### config.mk
export PLATFORM = sky130hd
export DESIGN_NAME = soi_trace_tx
export DESIGN_NICKNAME = d
export VERILOG_FILES = /design/src/rtl/soi_trace_pkg.sv /design/src/rtl/soi_trace_fifo.sv /design/src/rtl/soi_trace_tx.sv
export SDC_FILE = /design/constraint.sdc
export NUM_CORES = 1
export LEC_CHECK = 0
export ABC_AREA = 1
export CORE_MARGIN = 2
export CORE_UTILIZATION = 58
export CTS_BUF_LIST = sky130_fd_sc_hd__clkbuf_16
export CTS_CLUSTER_DIAMETER = 60
export DETAILED_ROUTE_END_ITERATION = 7
export DONT_BUFFER_PORTS = 1
export PLACE_DENSITY_LB_ADDON = 0.15
export SLEW_MARGIN = 20
export SYNTH_ARGS = -nofsm -noshare
export SYNTH_HDL_FRONTEND = slang
export SYNTH_HIERARCHICAL = 1
export SYNTH_SLANG_ARGS = --single-unit
### constraint.sdc
create_clock -name clk -period 4.5 [get_ports clk]
set_input_delay 0.45 -clock clk [delete_from_list [all_inputs] [get_ports clk]]
set_output_delay 0.45 -clock clk [all_outputs]
set_load 0.01 [all_outputs]
### src/rtl/soi_trace_pkg.sv
// Shared widths, record layout and helpers for the SOI trace transmitter.
package soi_trace_pkg;

    localparam int SOI_W_D  = 1;
    localparam int TS_W_D   = 32;
    localparam int LOSS_W_D = 8;

    // One trace record at the default widths: observed value, cycle stamp,
    // and how many records were dropped just before this one.
    typedef struct packed {
        logic [SOI_W_D-1:0]  soi;
        logic [TS_W_D-1:0]   ts;
        logic [LOSS_W_D-1:0] lost;
    } soi_rec_t;

    // Increment that sticks at max_value instead of wrapping.
    function automatic logic [31:0] sat_inc(input logic [31:0] value,
                                            input logic [31:0] max_value);
        return (value >= max_value) ? max_value : value + 32'd1;
    endfunction

endpackage

### src/rtl/soi_trace_fifo.sv
// Generic synchronous FIFO with a registered head entry. A push into a full
// FIFO is accepted when a pop happens on the same edge.
module soi_trace_fifo
    import soi_trace_pkg::*;
#(
    parameter int WIDTH = 8,
    parameter int DEPTH = 8
) (
    input  logic                     clk,
    input  logic                     rst,
    input  logic                     push,
    input  logic                     pop,
    input  logic [WIDTH-1:0]         din,
    output logic [WIDTH-1:0]         head,
    output logic                     full,
    output logic                     empty,
    output logic [$clog2(DEPTH):0]   level
);

    localparam int AW = $clog2(DEPTH);
    localparam logic [AW:0] FULL_COUNT = (AW+1)'(DEPTH);
    localparam logic [AW:0] ONE_COUNT  = (AW+1)'(1);

    logic [WIDTH-1:0] mem [DEPTH];
    logic [AW-1:0]    rd_ptr;
    logic [AW-1:0]    wr_ptr;
    logic [AW:0]      count;
    logic             do_push;
    logic             do_pop;

    assign empty   = (count == '0);
    assign full    = (count == FULL_COUNT);
    assign level   = count;
    assign do_pop  = pop & ~empty;
    assign do_push = push & (~full | do_pop);

    // Storage array; only written on an accepted push, never reset.
    always_ff @(posedge clk) begin
        if (!rst && do_push) begin
            mem[wr_ptr] <= din;
        end
    end

    // Read/write pointers and occupancy count.
    always_ff @(posedge clk) begin
        if (rst) begin
            rd_ptr <= '0;
            wr_ptr <= '0;
            count  <= '0;
        end else begin
            if (do_push) begin
                wr_ptr <= wr_ptr + AW'(1);
            end
            if (do_pop) begin
                rd_ptr <= rd_ptr + AW'(1);
            end
            if (do_push && !do_pop) begin
                count <= count + ONE_COUNT;
            end else if (do_pop && !do_push) begin
                count <= count - ONE_COUNT;
            end
        end
    end

    // Head register mirrors the oldest entry so the output is a flop, not a mux.
    always_ff @(posedge clk) begin
        if (rst) begin
            head <= '0;
        end else if (do_pop) begin
            if (count > ONE_COUNT) begin
                head <= mem[rd_ptr + AW'(1)];
            end else if (do_push) begin
                head <= din;
            end
        end else if (do_push && empty) begin
            head <= din;
        end
    end

endmodule

### src/rtl/soi_trace_tx.sv
// SOI trace transmitter: detects changes on the observed signal, stamps them
// with the cycle count and streams them out through a small FIFO, counting
// records lost to backpressure.
module soi_trace_tx
    import soi_trace_pkg::*;
#(
    parameter int SOI_W  = SOI_W_D,
    parameter int TS_W   = TS_W_D,
    parameter int DEPTH  = 8,
    parameter int LOSS_W = LOSS_W_D
) (
    input  logic                    clk,
    input  logic                    rst,
    input  logic                    en,
    input  logic [SOI_W-1:0]        soi,
    output logic                    out_valid,
    input  logic                    out_ready,
    output logic [SOI_W-1:0]        out_soi,
    output logic [TS_W-1:0]         out_ts,
    output logic [LOSS_W-1:0]       out_lost,
    output logic                    overflow,
    output logic [$clog2(DEPTH):0]  level
);

    localparam int REC_W = SOI_W + TS_W + LOSS_W;
    localparam logic [31:0] LOST_MAX = 32'((64'd1 << LOSS_W) - 64'd1);

    logic [TS_W-1:0]   ts;
    logic [SOI_W-1:0]  prev;
    logic              primed;
    logic [LOSS_W-1:0] lost_cnt;
    logic              overflow_q;

    logic              cap;
    logic              pop;
    logic              push;
    logic              drop;
    logic              full;
    logic              empty;
    logic [REC_W-1:0]  din;
    logic [REC_W-1:0]  head;

    // A capture is the first enabled cycle or any enabled change of soi.
    assign cap  = en & (~primed | (soi != prev));
    assign pop  = out_valid & out_ready;
    assign push = cap & (~full | pop);
    assign drop = cap & ~push;
    assign din  = {soi, ts, lost_cnt};

    assign out_valid = ~empty;
    assign overflow  = overflow_q;
    assign {out_soi, out_ts, out_lost} = head;

    // Free-running cycle stamp; wraps naturally at 2^TS_W.
    always_ff @(posedge clk) begin
        if (rst) begin
            ts <= '0;
        end else begin
            ts <= ts + TS_W'(1);
        end
    end

    // Change-detect history; primed tracks en so re-enabling records once.
    always_ff @(posedge clk) begin
        if (rst) begin
            prev   <= '0;
            primed <= 1'b0;
        end else begin
            prev   <= soi;
            primed <= en;
        end
    end

    // Drop accounting: a stored record carries and clears the loss count.
    always_ff @(posedge clk) begin
        if (rst) begin
            lost_cnt   <= '0;
            overflow_q <= 1'b0;
        end else if (push) begin
            lost_cnt <= '0;
        end else if (drop) begin
            lost_cnt   <= LOSS_W'(sat_inc(32'(lost_cnt), LOST_MAX));
            overflow_q <= 1'b1;
        end
    end

    soi_trace_fifo #(
        .WIDTH (REC_W),
        .DEPTH (DEPTH)
    ) u_fifo (
        .clk   (clk),
        .rst   (rst),
        .push  (push),
        .pop   (pop),
        .din   (din),
        .head  (head),
        .full  (full),
        .empty (empty),
        .level (level)
    );

endmodule

==> results.txt, run 1 <==
----------------------------------------------------
[Logic synthesis]
  Yosys warning total ... 6
  Share of the synthesized area in the top cell type ... 0.511
  Top FF cell, synth ... sky130_fd_sc_hd__edfxtp_1
  Synthesized area per cell ... 8.67 um2
  Cell types with the highest counts after synthesis ... 643 x sky130_fd_sc_hd__nand2_1, 432 x sky130_fd_sc_hd__inv_1, 328 x sky130_fd_sc_hd__edfxtp_1, 271 x sky130_fd_sc_hd__nand3_1, 258 x sky130_fd_sc_hd__nor2_1
  Synth Cell Area ... 0.0193 mm2
  Sequential share of the synthesized area ... 0.608
  Number of nets produced by synthesis ... 2237
  Post-synthesis cell type count ... 31
  Share of synthesized registers carrying an async set or reset ... 0
  Number of synthesized register bits ... 422
  Cells taking the most area after synthesis ... sky130_fd_sc_hd__edfxtp_1 51%, sky130_fd_sc_hd__nand2_1 13%, sky130_fd_sc_hd__dfxtp_1 9.8%
  Cell taking the most area after synthesis ... sky130_fd_sc_hd__edfxtp_1
  Post-synth EDFFs ... 328
  Count leader, synth ... sky130_fd_sc_hd__nand2_1
  Synth Instances ... 2225

[Cells and area]
  Synth-to-Final Area Change ... 9.26%
  Diode insertion count for antenna repair ... 0
  Number of cells in the finished layout apart from fillers ... 2679
  Sequential cell area ... 0.0117 mm2
  Layout net count ... 2217
  Combined area of the multi-input logic cells ... 0.00559 mm2
  Fraction of final layout cells sized beyond drive strength 1 ... 0.0496
  Final instance area ... 0.0211 mm2
  Layout Utilization ... 0.646
  Filler Cells Inserted ... 2660

[Routing]
  Highest metal layer with signal wires ... met4
  Initial drt markers ... 1271
  Post-detailed-route wirelength per cell ... 16.6 um
  Met2 routed WL ... 21500 um
  Post-detailed-route DRC marker count ... 0
  Met3 wirelength from detailed routing ... 3180 um
  Count of vias placed by the detailed router ... 14070
  Vias per std cell ... 5.25
  First-pass DRT Iterations ... 5
  Antenna viol nets, final ... 0
  Total Routed Length ... 44500 um
  Wire length on met1 ... 18900 um

[Place]
  Hpwl dp ... 25000 um
  Placed cell count ... 2597
  Pre-CTS WS ... 1.05 ns
  Total placed instance area ... 0.0197 mm2
  Last weighted congestion value of the routability-driven placer ... 0.819
  Port Buffers ... 0

[STA]
  Final-report hold violation count ... 0
  Count of final max-slew check failures ... 0
  Min Clock Period, post-route ... 3.48 ns
  Crit share post-route ... 0.774
  Total Neg Setup Slack ... 0 ns
  Slew headroom ... 0.276
  Transition at the pin with the smallest max-transition slack ... 1.09 ns
  Number of setup violations in the final report ... 0
  Fin worst setup slack ... 1.02 ns
  Unrepaired setup endpoints after global routing ... no
  Hold slack ... 0.0156 ns
  Fmax achieved ... 287 MHz
  Worst clock skew ... 0.00874 ns

[GRT]
  Number of antenna violations at the first check in global routing ... 0
  Wire length of the first global-routing pass ... 72500 um
  Global route total overflow ... 0
  Total GRT Usage ... 0.260
  Pin count of the biggest net entering global routing ... 98
  Via count of the first global-routing pass ... 13967

[Floorplanning]
  Boundary pin count ... 52
  Die Outline Area ... 0.0347 mm2
  Core Footprint ... 0.0326 mm2
  Die Width ... 186 um
  Placement Rows ... 66
  Die height ... 186 um
  Initial core utilization ... 0.591

[Pwr]
  Net switching power ... 4.96 mW
  Overall Power ... 12.7 mW
  Switching power as a share of total power ... 0.392
  Maximum VDD drop ... 0.606 mV
  Combinational share of power ... 0.353
  Internal Power ... 7.71 mW
  Relative contribution of the clock network to total power ... 0.259
  Leakage dissipation ... 9.39 nW
  Total power divided by cell area ... 601 mW/mm2
  Sequential share of power ... 0.388

[Critical path]
  Type of origin of the critical path ... flip-flop
  Arrival time of the worst setup path ... 3.71 ns
  Classification of the worst setup path ... reg -> reg
  Max Fanout on Critical Path ... 24
  Crit path required time ... 4.72 ns
  Cell mode on critical path ... sky130_fd_sc_hd__inv_1
  Slowest cell on the critical path ... sky130_fd_sc_hd__nor2_4
  Cell-by-cell listing of the critical path ... inv_1 > ha_1 > nand2_2 > inv_1 > o21ai_0 > nand3_1 > inv_1 > o21ai_1 > inv_1 > nand3_1 > nor2_4 > buf_12
  Slowest cell delay on critical path ... 0.74 ns
  Worst Reg-to-Reg Cells ... 12
  CP Capture Type ... flip-flop

[Clocking]
  TritonCTS Buffers ... 45
  TritonCTS clock tree ... yes
  Maximum clock insertion buffer count ... 3
  Quantity of gates resized following cts ... 0
  Clock sinks ... 422
  Clock transition at the registers of the reported paths ... 0.06 ns
  Number of hold buffers added after cts ... 1
  Clk Tree Root Cell ... sky130_fd_sc_hd__clkbuf_16
  Clock latency on the worst-skew pair ... 0.53 ns
  H-tree level count ... 2
  Number of buffers added for setup after CTS ... 0

[Hold path]
  Hold Path Stages ... 0
  Kind of path behind the tightest hold check ... in -> reg

[Job]
  Max-cap violations ... 0

[Status]
  Outcome ... complete, no violations

----------------------------------------------------
[path summary, 6_finish.rpt]
| check | slack [ns] | to | from |
|---|---|---|---|
| setup / recovery | 1.02 | u_fifo/mem[3][16] | u_fifo/level[0] |
| hold / removal | 0.02 | u_fifo/mem[3][40] | soi |
| setup reg to reg | 1.02 | u_fifo/mem[3][16] | u_fifo/level[0] |
| hold reg to reg | 0.54 | u_fifo/wr_ptr[2] | u_fifo/wr_ptr[2] |
[cells by family after synthesis]
family                   Yosys count  synth area share
adder cells (fa/ha/maj)            7           0.00454
flip-flops                       422             0.608
buffers and inverters            524             0.106
AND/OR/NAND/NOR                 1209             0.261
XOR/XNOR                          15           0.00720
AO/OA/AOI/OAI                     48            0.0131
[area by class of cell]
type                    instances  share of cell area
flip-flops and latches        422               0.557
multi-input cells            1279               0.265
inverters                     434              0.0774
clock buffers                  45              0.0535
well taps                     442              0.0263
repair buffers                 23              0.0127
clock inverters                34             0.00784
[layout by cell type (no fill, tap or decap), types with 12 or more instances in the layout]
cell / n
sky130_fd_sc_hd__nand2_2: 12
sky130_fd_sc_hd__inv_1: 446
sky130_fd_sc_hd__nand2_1: 642
sky130_fd_sc_hd__edfxtp_1: 328
sky130_fd_sc_hd__buf_4: 13
sky130_fd_sc_hd__clkbuf_16: 45
sky130_fd_sc_hd__dfxtp_1: 93
sky130_fd_sc_hd__nand3_1: 271
sky130_fd_sc_hd__o21ai_0: 16
sky130_fd_sc_hd__a21oi_1: 26
sky130_fd_sc_hd__nor2_1: 254
sky130_fd_sc_hd__clkinv_1: 13
[worst max-delay path: cells and delay by family (launching register included)]
| kind | cells | cell delay [ns] |
|---|---|---|
| compound gates | 2 | 0.34 |
| fa+ha+maj | 1 | 0.26 |
| buf+inv | 5 | 0.78 |
| flops | 1 | 0.46 |
| simple gates | 4 | 1.31 |
[registers in the layout, indices dropped and copies added, names as in the netlist, 3 cells and up]
signal / cells
ts: 32
u_fifo/head: 41
u_fifo/rd_ptr: 3
u_fifo/mem: 328
u_fifo/wr_ptr: 3
lost_cnt: 8
u_fifo/level: 4
[power by group through the flow]
stage	Clock [mW]	Sequential [mW]	Combinational (mW)
2_1_floorplan	0	4.85	3.33
3_3_place_gp	0	5.00	4.33
3_5_place_dp	0	5.00	4.42
4_1_cts	3.33	4.92	4.45
5_1_grt	3.50	4.96	5.03
6_report	3.28	4.92	4.48
[metal layers]
layer / up-vias / GRT usage
li1: 6862 / -
met5: - / 0
met4: 0 / 0.0698
met2: 483 / 0.446
met1: 6644 / 0.347
met3: 81 / 0.0421
Power figures use the tool's default switching activity.
==> run 2, diff against run 1 <==
--- a/config.mk
+++ b/config.mk
@@ -7,7 +7,7 @@
 export LEC_CHECK = 0
 export ABC_AREA = 1
 export CORE_MARGIN = 2
-export CORE_UTILIZATION = 58
+export CORE_UTILIZATION = 64
 export CTS_BUF_LIST = sky130_fd_sc_hd__clkbuf_16
 export CTS_CLUSTER_DIAMETER = 60
 export DETAILED_ROUTE_END_ITERATION = 7
==> constraint.sdc (replaced) <==
create_clock -name clk -period 3.6 [get_ports clk]
set_input_delay 0.36 -clock clk [delete_from_list [all_inputs] [get_ports clk]]
set_output_delay 0.36 -clock clk [all_outputs]
set_load 0.01 [all_outputs]
==> run 2 against run 1 <==
Worst hold slack gained 0.060 ns. Routed wire length fell by 1.6%. Worst setup slack got worse by 0.58 ns. Clock skew increased by 0.0033 ns. Maximum frequency is 10% higher.
==> results.txt, run 2 (synthesis results as in run 1) <==
----------------------------------------------------
[Status]
  Outcome ... complete, no violations

[Cells and area]
  Filler Cells Inserted ... 2171
  Register with the highest flop count ... u_fifo/mem
  Synth-to-Final Area Change ... 11.0%
  Number of cells in the finished layout apart from fillers ... 2642
  Fraction of final layout cells sized beyond drive strength 1 ... 0.0622
  Commonest non-fill, non-tap cells in the layout ... 642 x sky130_fd_sc_hd__nand2_1, 440 x sky130_fd_sc_hd__inv_1, 328 x sky130_fd_sc_hd__edfxtp_1, 271 x sky130_fd_sc_hd__nand3_1, 254 x sky130_fd_sc_hd__nor2_1
  Final instance area ... 0.0214 mm2
  Layout Utilization ... 0.722
  Layout net count ... 2228
  Top Registers ... u_fifo/mem: 328 flops, u_fifo/head: 41 flops, ts: 32 flops
  Diode insertion count for antenna repair ... 0
  Commonest non-fill, non-tap cell in the layout ... sky130_fd_sc_hd__nand2_1
  Number of flip-flops in the largest register ... 328

[GRT]
  Via count of the first global-routing pass ... 13870
  Global route total overflow ... 0
  Number of antenna violations at the first check in global routing ... 0
  Global-route met2 utilization ... 0.474
  Wire length of the first global-routing pass ... 70000 um
  Met3 Usage GRT ... 0.0364
  Total GRT Usage ... 0.284
  Global-route met1 utilization ... 0.383
  Pin count of the biggest net entering global routing ... 127
  Busiest grt layer ... met2

[Critical path]
  Arrival time of the worst setup path ... 3.36 ns
  Worst Reg-to-Reg Cells ... 12
  Type of origin of the critical path ... flip-flop
  Reg2Reg Capture Point ... u_fifo/mem[1][22]
  Register-to-Register Setup Slack ... 0.43 ns
  CP Capture Type ... flip-flop
  Crit path required time ... 3.80 ns
  Start of the worst register-to-register path ... u_fifo/level[0]
  Worst setup startpoint ... u_fifo/level[0]
  Classification of the worst setup path ... reg -> reg
  Worst Setup EP ... u_fifo/mem[1][22]
  Max Fanout on Critical Path ... 24

[Routing]
  Post-detailed-route wirelength per cell ... 16.6 um
  Initial drt markers ... 1292
  Vias per std cell ... 5.34
  Post-detailed-route DRC marker count ... 0
  Total Routed Length ... 43800 um
  First-pass DRT Iterations ... 6
  Antenna viol nets, final ... 0
  Count of vias placed by the detailed router ... 14107

[Clocking]
  Maximum clock insertion buffer count ... 3
  Number of buffers added for setup after CTS ... 0
  Clock sinks ... 422
  H-tree level count ... 2
  Quantity of gates resized following cts ... 0
  Clock latency on the worst-skew pair ... 0.55 ns
  TritonCTS Buffers ... 44
  Clk Tree Root Cell ... sky130_fd_sc_hd__clkbuf_16
  TritonCTS clock tree ... yes
  Clock transition at the registers of the reported paths ... 0.06 ns

[Place]
  Port Buffers ... 0
  Last weighted congestion value of the routability-driven placer ... 0.846
  Placed cell count ... 2556
  Total placed instance area ... 0.0198 mm2
  Hpwl dp ... 25500 um
  Pre-CTS WS ... 0.476 ns

[STA]
  Fmax achieved ... 316 MHz
  Transition at the pin with the smallest max-transition slack ... 0.984 ns
  Worst clock skew ... 0.0121 ns
  Hold slack ... 0.0756 ns
  Total Neg Setup Slack ... 0 ns
  Number of setup violations in the final report ... 0
  Slew headroom ... 0.342
  Min Clock Period, post-route ... 3.17 ns
  Crit share post-route ... 0.880
  Fin worst setup slack ... 0.433 ns
  Unrepaired setup endpoints after global routing ... no
  Count of final max-slew check failures ... 0
  Final-report hold violation count ... 0

[Job]
  Max-cap violations ... 0

[Floorplanning]
  Die Outline Area ... 0.0315 mm2
  Boundary pin count ... 52
  Initial core utilization ... 0.651
  Die height ... 178 um
  Die Width ... 178 um
  Core Footprint ... 0.0296 mm2
  Placement Rows ... 63

[Hold path]
  Kind of path behind the tightest hold check ... in -> reg

[Pwr]
  Maximum VDD drop ... 0.941 mV
  Leakage dissipation ... 9.58 nW
  Total power divided by cell area ... 778 mW/mm2
  Overall Power ... 16.7 mW

----------------------------------------------------
run 2: how the worst min path moves through the flow:
| stage | slack (ns) | start | endpoint | cells past startpoint |
|---|---|---|---|---|
| finish | 0.08 | en | lost_cnt[6] | 3 |
| global route | 0.08 | en | lost_cnt[6] | 3 |
| global placement | 0.43 | rst | ts[0] | 1 |
| floorplan | 0.43 | rst | u_fifo/level[1] | 1 |
| CTS | 0.06 | en | lost_cnt[6] | 3 |
| detailed placement | 0.43 | rst | ts[0] | 1 |
run 2: power breakdown:
part	leakage [nW]	internal, mW	switching (mW)
Clock	0.805	2.98	1.86
Combinational	4.87	1.76	3.96
Sequential	3.90	5.64	0.466
run 2: layout make-up:
class,instances,area [um2],area share
clock buffers,48,1200,0.0561
clock inverters,34,365,0.0171
inverters,434,1630,0.0762
multi-input cells,1279,5610,0.262
flip-flops and latches,422,11700,0.548
well taps,390,488,0.0228
repair buffers,35,373,0.0174
run 2: repair_timing:
action	4_1_cts	5_1_grt
hold buffers	4	0
endpoints found under the setup margin	0	0
endpoints found under the hold margin	29	0
run 2: layer usage:
layer / part of all wire / vias up
met2: 0.48 / 525
li1: - / 6871
met1: 0.42 / 6624
met5: 0 / -
met3: 0.068 / 87
met4: 0.025 / 0
run 2: critical path, cell delays in order, from the launching register on:
cell,delay [ns]
sky130_fd_sc_hd__dfxtp_1,0.48
sky130_fd_sc_hd__inv_1,0.13
sky130_fd_sc_hd__ha_1,0.27
sky130_fd_sc_hd__nand2_2,0.13
sky130_fd_sc_hd__inv_1,0.09
sky130_fd_sc_hd__o21ai_0,0.21
sky130_fd_sc_hd__nand3_1,0.13
sky130_fd_sc_hd__inv_1,0.12
sky130_fd_sc_hd__o21ai_1,0.14
sky130_fd_sc_hd__inv_1,0.20
sky130_fd_sc_hd__nand3_1,0.34
sky130_fd_sc_hd__nor2_4,0.19
sky130_fd_sc_hd__buf_4,0.39
